--- src/rtl/dmem_pkg.sv ---
// dmem_pkg: shared encodings for the data-memory load/store unit.
// Size codes follow the RV32 funct3 field of loads and stores.
package dmem_pkg;

  localparam logic [2:0] SZ_B  = 3'b000;
  localparam logic [2:0] SZ_H  = 3'b001;
  localparam logic [2:0] SZ_W  = 3'b010;
  localparam logic [2:0] SZ_BU = 3'b100;
  localparam logic [2:0] SZ_HU = 3'b101;

  localparam int LAT_MIN = 1;
  localparam int LAT_MAX = 8;

  typedef enum logic [1:0] {
    ST_IDLE,
    ST_WAIT,
    ST_RESP
  } state_t;

  typedef struct packed {
    logic        we;
    logic [2:0]  size;
    logic [31:0] addr;
    logic [31:0] wdata;
  } req_t;

endpackage

--- src/rtl/lsu_align.sv ---
// lsu_align: byte-lane placement for stores, lane select and
// extension for loads, and misaligned/illegal access detection.
module lsu_align
  import dmem_pkg::*;
(
  input  logic        i_we,
  input  logic [2:0]  i_size,
  input  logic [1:0]  i_off,
  input  logic [31:0] i_wdata,
  input  logic [31:0] i_rword,
  output logic [3:0]  o_be,
  output logic [31:0] o_wlane,
  output logic [31:0] o_rdata,
  output logic        o_misalign
);

  logic        w_byte;
  logic        w_half;
  logic        w_word;
  logic [31:0] w_sh;

  assign w_byte = (i_size == SZ_B) || (i_size == SZ_BU);
  assign w_half = (i_size == SZ_H) || (i_size == SZ_HU);
  assign w_word = (i_size == SZ_W);
  assign w_sh   = i_rword >> {i_off, 3'b000};

  // Unsigned sizes are load-only, so a store with size[2] is illegal.
  assign o_misalign = !(w_byte || w_half || w_word)
                    || (i_we && i_size[2])
                    || (w_half && i_off[0])
                    || (w_word && (i_off != 2'b00));

  always_comb begin
    o_be    = '0;
    o_wlane = '0;
    unique case (1'b1)
      w_byte: begin
        o_be    = 4'b0001 << i_off;
        o_wlane = {4{i_wdata[7:0]}};
      end
      w_half: begin
        o_be    = i_off[1] ? 4'b1100 : 4'b0011;
        o_wlane = {2{i_wdata[15:0]}};
      end
      w_word: begin
        o_be    = 4'b1111;
        o_wlane = i_wdata;
      end
      default: begin
        o_be    = '0;
        o_wlane = '0;
      end
    endcase
    if (o_misalign || !i_we) o_be = '0;
  end

  always_comb begin
    o_rdata = '0;
    unique case (1'b1)
      w_byte:
        o_rdata = {{24{!i_size[2] && w_sh[7]}}, w_sh[7:0]};
      w_half:
        o_rdata = {{16{!i_size[2] && w_sh[15]}}, w_sh[15:0]};
      w_word:
        o_rdata = i_rword;
      default:
        o_rdata = '0;
    endcase
    if (o_misalign || i_we) o_rdata = '0;
  end

endmodule

--- src/rtl/dmem_lsu.sv ---
// dmem_lsu: word-organised data memory with sub-word access and a
// fixed response latency behind a valid/ready handshake.
module dmem_lsu
  import dmem_pkg::*;
#(
  parameter int DATA_WIDTH = 32,
  parameter int DEPTH      = 64,
  parameter int LATENCY    = 2,
  parameter int TEST_ADDR  = 0
) (
  input  logic                  CLK,
  input  logic                  RESET,
  input  logic                  req_valid,
  input  logic                  req_we,
  input  logic [2:0]            req_size,
  input  logic [31:0]           req_addr,
  input  logic [DATA_WIDTH-1:0] req_wdata,
  output logic                  req_ready,
  output logic                  rsp_valid,
  output logic [DATA_WIDTH-1:0] rsp_rdata,
  output logic                  misalign,
  output logic                  stall,
  output logic [DATA_WIDTH-1:0] test_value
);

  localparam int AW  = $clog2(DEPTH);
  localparam int LAT = (LATENCY < LAT_MIN) ? LAT_MIN :
                       (LATENCY > LAT_MAX) ? LAT_MAX : LATENCY;
  localparam logic [2:0] CNT_INIT =
    (LAT > 1) ? 3'(LAT - 2) : 3'd0;
  localparam logic [AW-1:0] TEST_IDX = AW'(TEST_ADDR);

  state_t      r_state;
  logic [2:0]  r_cnt;
  req_t        r_req;
  logic        r_rsp_valid;
  logic        r_mis;
  logic [31:0] r_rdata;
  logic [31:0] r_mem [DEPTH];

  req_t          w_in;
  req_t          w_cur;
  logic          w_accept;
  logic          w_commit;
  logic [AW-1:0] w_idx;
  logic [3:0]    w_be;
  logic [31:0]   w_wlane;
  logic [31:0]   w_rdata;
  logic          w_mis;
  logic          w_unused;

  assign w_in = '{we: req_we, size: req_size,
                  addr: req_addr, wdata: req_wdata};

  assign req_ready = RESET && (r_state != ST_WAIT);
  assign w_accept  = req_valid && req_ready;
  assign stall     = w_accept || (r_state == ST_WAIT);

  // The commit edge ends cycle T+LAT-1; with LAT=1 it is the accept edge.
  assign w_cur    = (LAT == 1) ? w_in : r_req;
  assign w_commit = (LAT == 1) ? w_accept
                  : ((r_state == ST_WAIT) && (r_cnt == 3'd0));
  assign w_idx    = w_cur.addr[AW+1:2];
  assign w_unused = ^{w_cur.addr[31:AW+2]};

  lsu_align u_align (
    .i_we       (w_cur.we),
    .i_size     (w_cur.size),
    .i_off      (w_cur.addr[1:0]),
    .i_wdata    (w_cur.wdata),
    .i_rword    (r_mem[w_idx]),
    .o_be       (w_be),
    .o_wlane    (w_wlane),
    .o_rdata    (w_rdata),
    .o_misalign (w_mis)
  );

  always_ff @(posedge CLK or negedge RESET) begin
    if (!RESET) begin
      r_state     <= ST_IDLE;
      r_cnt       <= '0;
      r_req       <= '0;
      r_rsp_valid <= 1'b0;
      r_mis       <= 1'b0;
      r_rdata     <= '0;
    end else begin
      r_rsp_valid <= w_commit;
      r_mis       <= w_commit && w_mis;
      r_rdata     <= w_commit ? w_rdata : '0;
      if (w_accept) r_req <= w_in;
      if (r_state == ST_WAIT) begin
        if (r_cnt == 3'd0) r_state <= ST_RESP;
        else r_cnt <= r_cnt - 3'd1;
      end else if (w_accept) begin
        if (LAT == 1) begin
          r_state <= ST_RESP;
        end else begin
          r_state <= ST_WAIT;
          r_cnt   <= CNT_INIT;
        end
      end else begin
        r_state <= ST_IDLE;
      end
    end
  end

  always_ff @(posedge CLK or negedge RESET) begin
    if (!RESET) begin
      for (int i = 0; i < DEPTH; i++) r_mem[i] <= '0;
    end else if (w_commit) begin
      for (int b = 0; b < 4; b++)
        if (w_be[b]) r_mem[w_idx][8*b +: 8] <= w_wlane[8*b +: 8];
    end
  end

  assign rsp_valid  = r_rsp_valid;
  assign misalign   = r_mis;
  assign rsp_rdata  = r_rdata;
  assign test_value = r_mem[TEST_IDX];

endmodule
--- config.mk ---
export PLATFORM = sky130hd
export DESIGN_NAME = dmem_lsu
export DESIGN_NICKNAME = d
export VERILOG_FILES = /design/src/rtl/dmem_pkg.sv /design/src/rtl/lsu_align.sv /design/src/rtl/dmem_lsu.sv
export SDC_FILE = /design/constraint.sdc
export NUM_CORES = 2
export LEC_CHECK = 0
export ABC_AREA = 1
export CORE_MARGIN = 4
export CORE_UTILIZATION = 35
export DETAILED_ROUTE_END_ITERATION = 7
export HOLD_SLACK_MARGIN = 0.08
export PLACE_DENSITY_LB_ADDON = 0.15
export SYNTH_ARGS = -nofsm -noshare
export SYNTH_HDL_FRONTEND = slang
export SYNTH_HIERARCHICAL = 1
export SYNTH_SLANG_ARGS = --single-unit
--- constraint.sdc ---
create_clock -name CLK -period 2.6 [get_ports CLK]
set_input_delay 0.26 -clock CLK [delete_from_list [all_inputs] [get_ports CLK]]
set_output_delay 0.26 -clock CLK [all_outputs]
set_load 0.01 [all_outputs]
# Yosys cells after proc, flatten, opt, wreduce, memory -nomap -nowiden
# Index checks and enable logic that the tools add are counted.
[op_classes] add_sub_neg=1 multipliers=0 div_mod_pow=0 magnitude_cmp=2 n_eq_ne=8 n_shift=2 mux=35 bitwise=1 reduce_logical=28
[ops] operator="2-to-1 mux 2048 bit" count=7
[ops] operator="bitwise mux 2048 bit" count=4
[ops] operator="demux 32 bit (select 6 bit)" count=4
[ops] operator="binary-select mux 32 bit (select 6 bit)" count=1
[ops] operator="case mux 32 bit (3 select lines)" count=2
[ops] operator="2-to-1 mux 32 bit" count=5
[ops] operator="right shift 32 x 5 -> 16 bit" count=1
[ops] operator="2-to-1 mux 24 bit" count=1
[ops] operator="2-to-1 mux 16 bit" count=1
[ops] operator="case mux 4 bit (3 select lines)" count=1
[ops] operator="logical AND 1 bit" count=10
[ops] operator="logical OR 1 bit" count=10
[ops] operator="2-to-1 mux 3 bit" count=3
[ops] operator="2-to-1 mux 4 bit" count=2
[ops] operator="2-to-1 mux 8 bit" count=1
[ops] operator=">= comparator 7 bit, second input constant" count=1
[ops] operator="< comparator 7 x 1 -> 1 bit, second input constant" count=1
[ops] operator="inverter 6 -> 7 bit" count=1
[ops] operator="equality test 3 bit, second input constant" count=2
[ops] operator="logical NOT 3 bit" count=2
[ops] operator="2-to-1 mux 2 bit" count=2
[ops] operator="inequality test 2 x 1 -> 1 bit, second input constant" count=2
[ops] operator="nonzero test 2 bit" count=2
[ops] operator="left shift 1 x 2 -> 4 bit, first input constant" count=1
[ops] operator="other kinds (8)" count=10
[totals] regBits=2131 latchBits=0 mem_bits_rw=0 romBits=0 inputBits=71 out_inout_bits=68 word_cells=150 memories=0

# Logic depth before layout (Yosys ltp)
[logic_depth] depth_word=20 depth_mapped=26

# Cells and area by module
# Netlist, hierarchy kept.
[modules_own_cells] mod="dmem_lsu" instances=1 cells_per_inst=13531 area_per_inst_um2=99818.2
[modules_own_cells] mod="lsu_align" instances=1 cells_per_inst=362 area_per_inst_um2=1665.3

# Worst setup path before layout
# Ideal clock, no wire load.
[synth_path] path_type="flip-flop to flip-flop" start="reg r_req[34] (netlist name)" end="reg r_rdata[21], in the netlist rsp_rdata[21]" arrival_time_ns=2.541 required_ns=2.526 path_slack_ns=-0.015 stages_incl_launch_ff=27 path_buffers=5 path_cell_list="dfrtp_1 -> clkbuf_1 -> inv_1 -> buf_2 -> clkbuf_1 -> clkbuf_1 -> nand2_1 -> nand2_1 -> nand2_1 -> nand2_1 -> nand2_1 -> nand2_1 -> nand2_1 -> nand2_1 -> nor2_1 -> nand2_1 -> inv_1 -> nand2_1 -> nand2_2 -> nor2_4 -> nand3_4 -> buf_4 -> nand3_1 -> nand2_2 -> inv_2 -> inv_1 -> nor2_1"
[synth_via] elab_chain_cells=9 word_cells_on_any_way=10 cone_classes="shift: 1; mux: 6; bitwise: 1; reduce/logical: 2"
[synth_lines] item="from (decl)" line="dmem_lsu.sv:35" text="req_t r_req;"
[synth_lines] item="from (signal assigned)" line="dmem_lsu.sv:90" text="if (w_accept) r_req <= w_in;"
[synth_lines] item="inverter 6 -> 7 bit (implied by the code) (*)" line="dmem_lsu.sv:71" text=".i_rword (r_mem[w_idx]),"
[synth_lines] item="binary-select mux 32 bit (select 6 bit) (*)" line="dmem_lsu.sv:71"
[synth_lines] item="2-to-1 mux 32 bit (implied by the code) (*) (2 in series)" line="dmem_lsu.sv:71"
[synth_lines] item="right shift 32 x 5 -> 16 bit" line="lsu_align.sv:25" text="assign w_sh = i_rword >> {i_off, 3'b000};"
[synth_lines] item="logical AND 1 bit (on tied branches)" line="lsu_align.sv:63, lsu_align.sv:61"
[synth_lines] item="case mux 32 bit (3 select lines) (*)" line="lsu_align.sv:59" text="unique case (1'b1)"
[synth_lines] item="2-to-1 mux 32 bit (*)" line="lsu_align.sv:69" text="if (o_misalign || i_we) o_rdata = '0;"
[synth_lines] item="via w_rdata[21]" line="dmem_lsu.sv:48" text="logic [31:0] w_rdata;"
[synth_lines] item="2-to-1 mux 32 bit (*)" line="dmem_lsu.sv:89" text="r_rdata <= w_commit ? w_rdata : '0;"
[synth_lines] item="to (signal assigned)" line="dmem_lsu.sv:89"
[synth_lines] item="to (decl)" line="dmem_lsu.sv:38" text="logic [31:0] r_rdata;"
# Mark *: on every way through the listed nets, which the timed path passes. The rest lies on a longest branch. The select of a mux whose other input is x is not followed.
# A chain may end at the register's enable or synchronous reset.

# Worst setup path in the final report
[layout_path] start="reg r_req[34] (netlist name)" end="reg r_rdata[26], in the netlist rsp_rdata[26]"
# Same word-level chain as after synthesis.

==> results.txt <==
----------------------------------------------------
[Clock network]
  Reg clk slew, reported paths ... 60 ps
  Total CTS buffers ... 245
  Number of levels in the clock H-tree ... 4
  CTS tree ... built
  Maximum number of buffers from clock root to sink ... 4
  Clock root buffer ... sky130_fd_sc_hd__clkbuf_16
  Clock insertion delay at the later pin of the skew report ... 920 ps
  CTS sink count ... 2131

[Flow run]
  Number of violations of the max-capacitance limit ... 0

[Worst hold path]
  Worst min-delay path class ... in2async

[STA]
  Relative slew slack ... 0.279
  Hold Fails Final Rpt ... 0
  Clock tree skew after final layout ... 79.2 ps
  Final clock period utilization by the worst path ... 1.17
  Smallest setup slack after layout ... -434 ps
  Final setup vio count ... 524
  RSZ-0062 raised after global routing ... true
  Max Transition Viols Final ... 0
  Clock period minus final worst setup slack ... 3030 ps
  Least-Margin Pin Slew ... 1080 ps
  Fmax ... 0.330 GHz
  Worst hold slack ... 148 ps

[Layout]
  Fraction of final layout cells with drive strength greater than 1 ... 0.160
  Multi-input gate area in the final layout ... 0.0463 sq mm
  Area of all sequential standard cells ... 0.0533 sq mm
  Commonest cells after routing, fill and taps aside ... sky130_fd_sc_hd__nand2_1 (7757), sky130_fd_sc_hd__dfrtp_1 (2125), sky130_fd_sc_hd__o21ai_0 (1084), sky130_fd_sc_hd__o21ai_1 (922), sky130_fd_sc_hd__buf_4 (587)
  Area growth from synthesis to layout ... 29.7%
  Commonest non-fill, non-tap cell in the layout ... sky130_fd_sc_hd__nand2_1
  Final instance count without filler cells ... 18.5k
  Net count reported at finish ... 14.6k
  Fill cells ... 29.1k
  Final cell area excluding filler cells ... 0.132 sq mm

[Placed design]
  Count of port buffers added during placement ... 114
  Placed cell area ... 0.117 sq mm
  # placed instances ... 17.9k
  Routability congestion estimate from global placement ... 0.885
  HPWL Detailed ... 255 mm

[Drt]
  Number of iterations in the first detailed-routing pass ... 6
  Drt total wl ... 387 mm
  Number of routed nets with antenna violations ... 0
  Number of DRC markers after the initial detailed-route iteration ... 8524
  Drt drc ... 0
  Wirelength per Cell ... 20.9 um
  Vias after detailed routing ... 91.7k
  Avg Vias per Cell ... 4.95

[Die]
  Die Width ... 546 um
  Area of the die ... 0.299 sq mm
  Number of ports placed on the die boundary ... 139
  Effective utilization at floorplan ... 0.352
  Core region area ... 0.288 sq mm
  Overall die height ... 546 um
  # rows ... 197

[Critical path]
  Number of buffer and inverter stages on the critical path ... 7
  Endpoint class of the critical path ... flip-flop
  Worst path slowest cell ... sky130_fd_sc_hd__dfrtp_4
  Reg-to-Reg End ... rsp_rdata[26]
  CP max stage delay ... 510 ps
  Critical path type ... reg2reg
  Cell mode on critical path ... sky130_fd_sc_hd__nand2_1
  Register-to-register path setup slack ... -430 ps
  Largest delay share family, worst path ... simple AND/OR/NAND/NOR gates
  R2r worst-path depth ... 24
  CP required ... 3350 ps
  Element type at the critical path start ... flip-flop
  Crit Reg-Reg Startpoint ... r_req[34]
  Critical Path Fanout Max ... 7
  Worst-path cell chain ... buf_12 -> buf_16 -> bufbuf_16 -> nand2_1 -> nand2_1 -> nand2_1 -> nand2_2 -> nand2_1 -> nand2_1 -> nand2_2 -> nand2_4 -> nor2_4 -> nand2_8 -> clkinv_4 -> nand2_1 -> nand2_2 -> nand2_2 -> nand3_4 -> clkbuf_16 -> nand3_2 -> nand2_2 -> inv_2 -> inv_1 -> nor2_1
  Critical Path AT ... 3790 ps

[Yosys]
  Number of instances in the synthesized netlist ... 13.9k
  Mapped Avg Cell Area ... 7.30 sq um
  Yosys cell types ... 34
  Sequential share of the synthesized area ... 0.525
  Cell Area, Synth ... 0.101 sq mm
  Number of register bits inferred by synthesis ... 2131
  Syn nets ... 14.0k
  Synthesis Warnings ... 6

[GRT]
  Overflow left after global routing ... 0
  Total routing resource utilization after global routing ... 0.250
  Number of antenna violations at the first check in global routing ... 8
  Vias in the first global route ... 88.1k
  Pin count of the biggest net entering global routing ... 160
  Wire length of the first global-routing pass ... 577 mm

[Power and ir drop]
  Total power per unit cell area ... 668 mW/mm^2
  Leakage power summed over all cells ... 65.7 nW
  VDD IR-drop max ... 0.000733 V

[Outcome]
  Run status ... complete, but fails checks
  Violations in the final reports ... setup timing

----------------------------------------------------
-- routing by layer --
| layer | wire length, um | track usage |
|---|---|---|
| met1 | 182000 | 0.367 |
| met2 | 173000 | 0.389 |
| met3 | 22300 | 0.0333 |
| met4 | 10600 | 0.0675 |
| met5 | 0 | 0 |
-- state kept, by name, summed over array words and instances, names as in the netlist --
name,cells
r_mem,2016
r_req,44
rsp_rdata,32
test_value,32
r_cnt,3
r_state,2
misalign,1
rsp_valid,1
-- power breakdown --
| group | internal (W) | leakage (nW) | total, W | switching [W] |
|---|---|---|---|---|
| Combinational | 0.00527 | 31.8 | 0.0168 | 0.0115 |
| Sequential | 0.0336 | 29.7 | 0.0340 | 0.000354 |
| Clock | 0.0225 | 4.24 | 0.0372 | 0.0147 |
| Total | 0.0614 | 65.7 | 0.0879 | 0.0265 |
-- logic make-up after synthesis --
group / count (synthesis) / synth area share
AO/OA/AOI/OAI: 2120 / 0.105
multiplexers: 38 / 0.00422
buffers and inverters: 1134 / 0.0448
AND/OR/NAND/NOR: 8468 / 0.320
adder cells (fa/ha/maj): 2 / 0.000247
flip-flops: 2131 / 0.525
-- tightest hold or removal path, delay by kind of cell --
family | cells | cell delay (ps)
buf+inv | 3 | 1160
-- synthesized netlist by cell type, drive strengths merged --
cell    instances  share of area
nand2        8175           0.30
o211ai          5        0.00037
nor3           10         0.0013
dfrtp        2131           0.53
a21oi          13        0.00064
mux2           38         0.0042
nand3          35         0.0021
ha              2        0.00025
clkinv         34         0.0013
o21ai        2092           0.10
inv           153         0.0057
or2             8        0.00049
a22o            1       0.000086
buf           185         0.0097
nor2          240          0.012
clkbuf        762          0.028
o22ai           9        0.00055
-- per-stage QoR --
stage | worst slack, ps | util | setup TNS, ps | total power, W
6_report | -434 | 0.457 | -50250 | 0.0879
5_1_grt | -576 | 0.457 | -67200 | 0.0909
4_1_cts | -396 | 0.444 | -10850 | 0.0880
3_5_place_dp | -682 | 0.405 | -41970 | 0.0494
3_3_place_gp | -684 | 0.405 | -36280 | 0.0494
2_1_floorplan | -0.767 | - | -0.767 | 0.0402
-- timing repair --
action / 4_1_cts / 5_1_grt
setup buffers: 41 / 39
cloned: 33 / 40
setup endpoints to repair: 582 / 1085
pin swaps: 38 / 102
endpoints found under the hold margin: 654 / 0
resized for setup: 323 / 759
hold buffers: 46 / 0
-- worst max path at each step --
| stage | slack (ps) | cells after the start | endpoint | start |
|---|---|---|---|---|
| after CTS | -400 | 27 | rsp_rdata[24] | r_req[34] |
| final | -430 | 24 | rsp_rdata[26] | r_req[34] |
| after floorplan | -0.8 | 26 | rsp_rdata[21] | r_req[34] |
| after detailed placement | -680 | 23 | rsp_rdata[14] | r_req[34] |
| after global placement | -680 | 23 | rsp_rdata[14] | r_req[34] |
| after global routing | -580 | 23 | rsp_rdata[5] | r_req[34] |
-- layout make-up --
cell class                 instances  share of cell area
inverter                         187             0.00590
tap                             3781              0.0359
sequential                      2131               0.405
clock inverter                    88              0.0104
clock buffer                     356              0.0549
timing repair buffer            1339               0.135
timing repair inverter             3            0.000504
multi-input combinational      10632               0.352
antenna                            4           0.0000760
No activity file was read; power rests on OpenSTA's default activity.
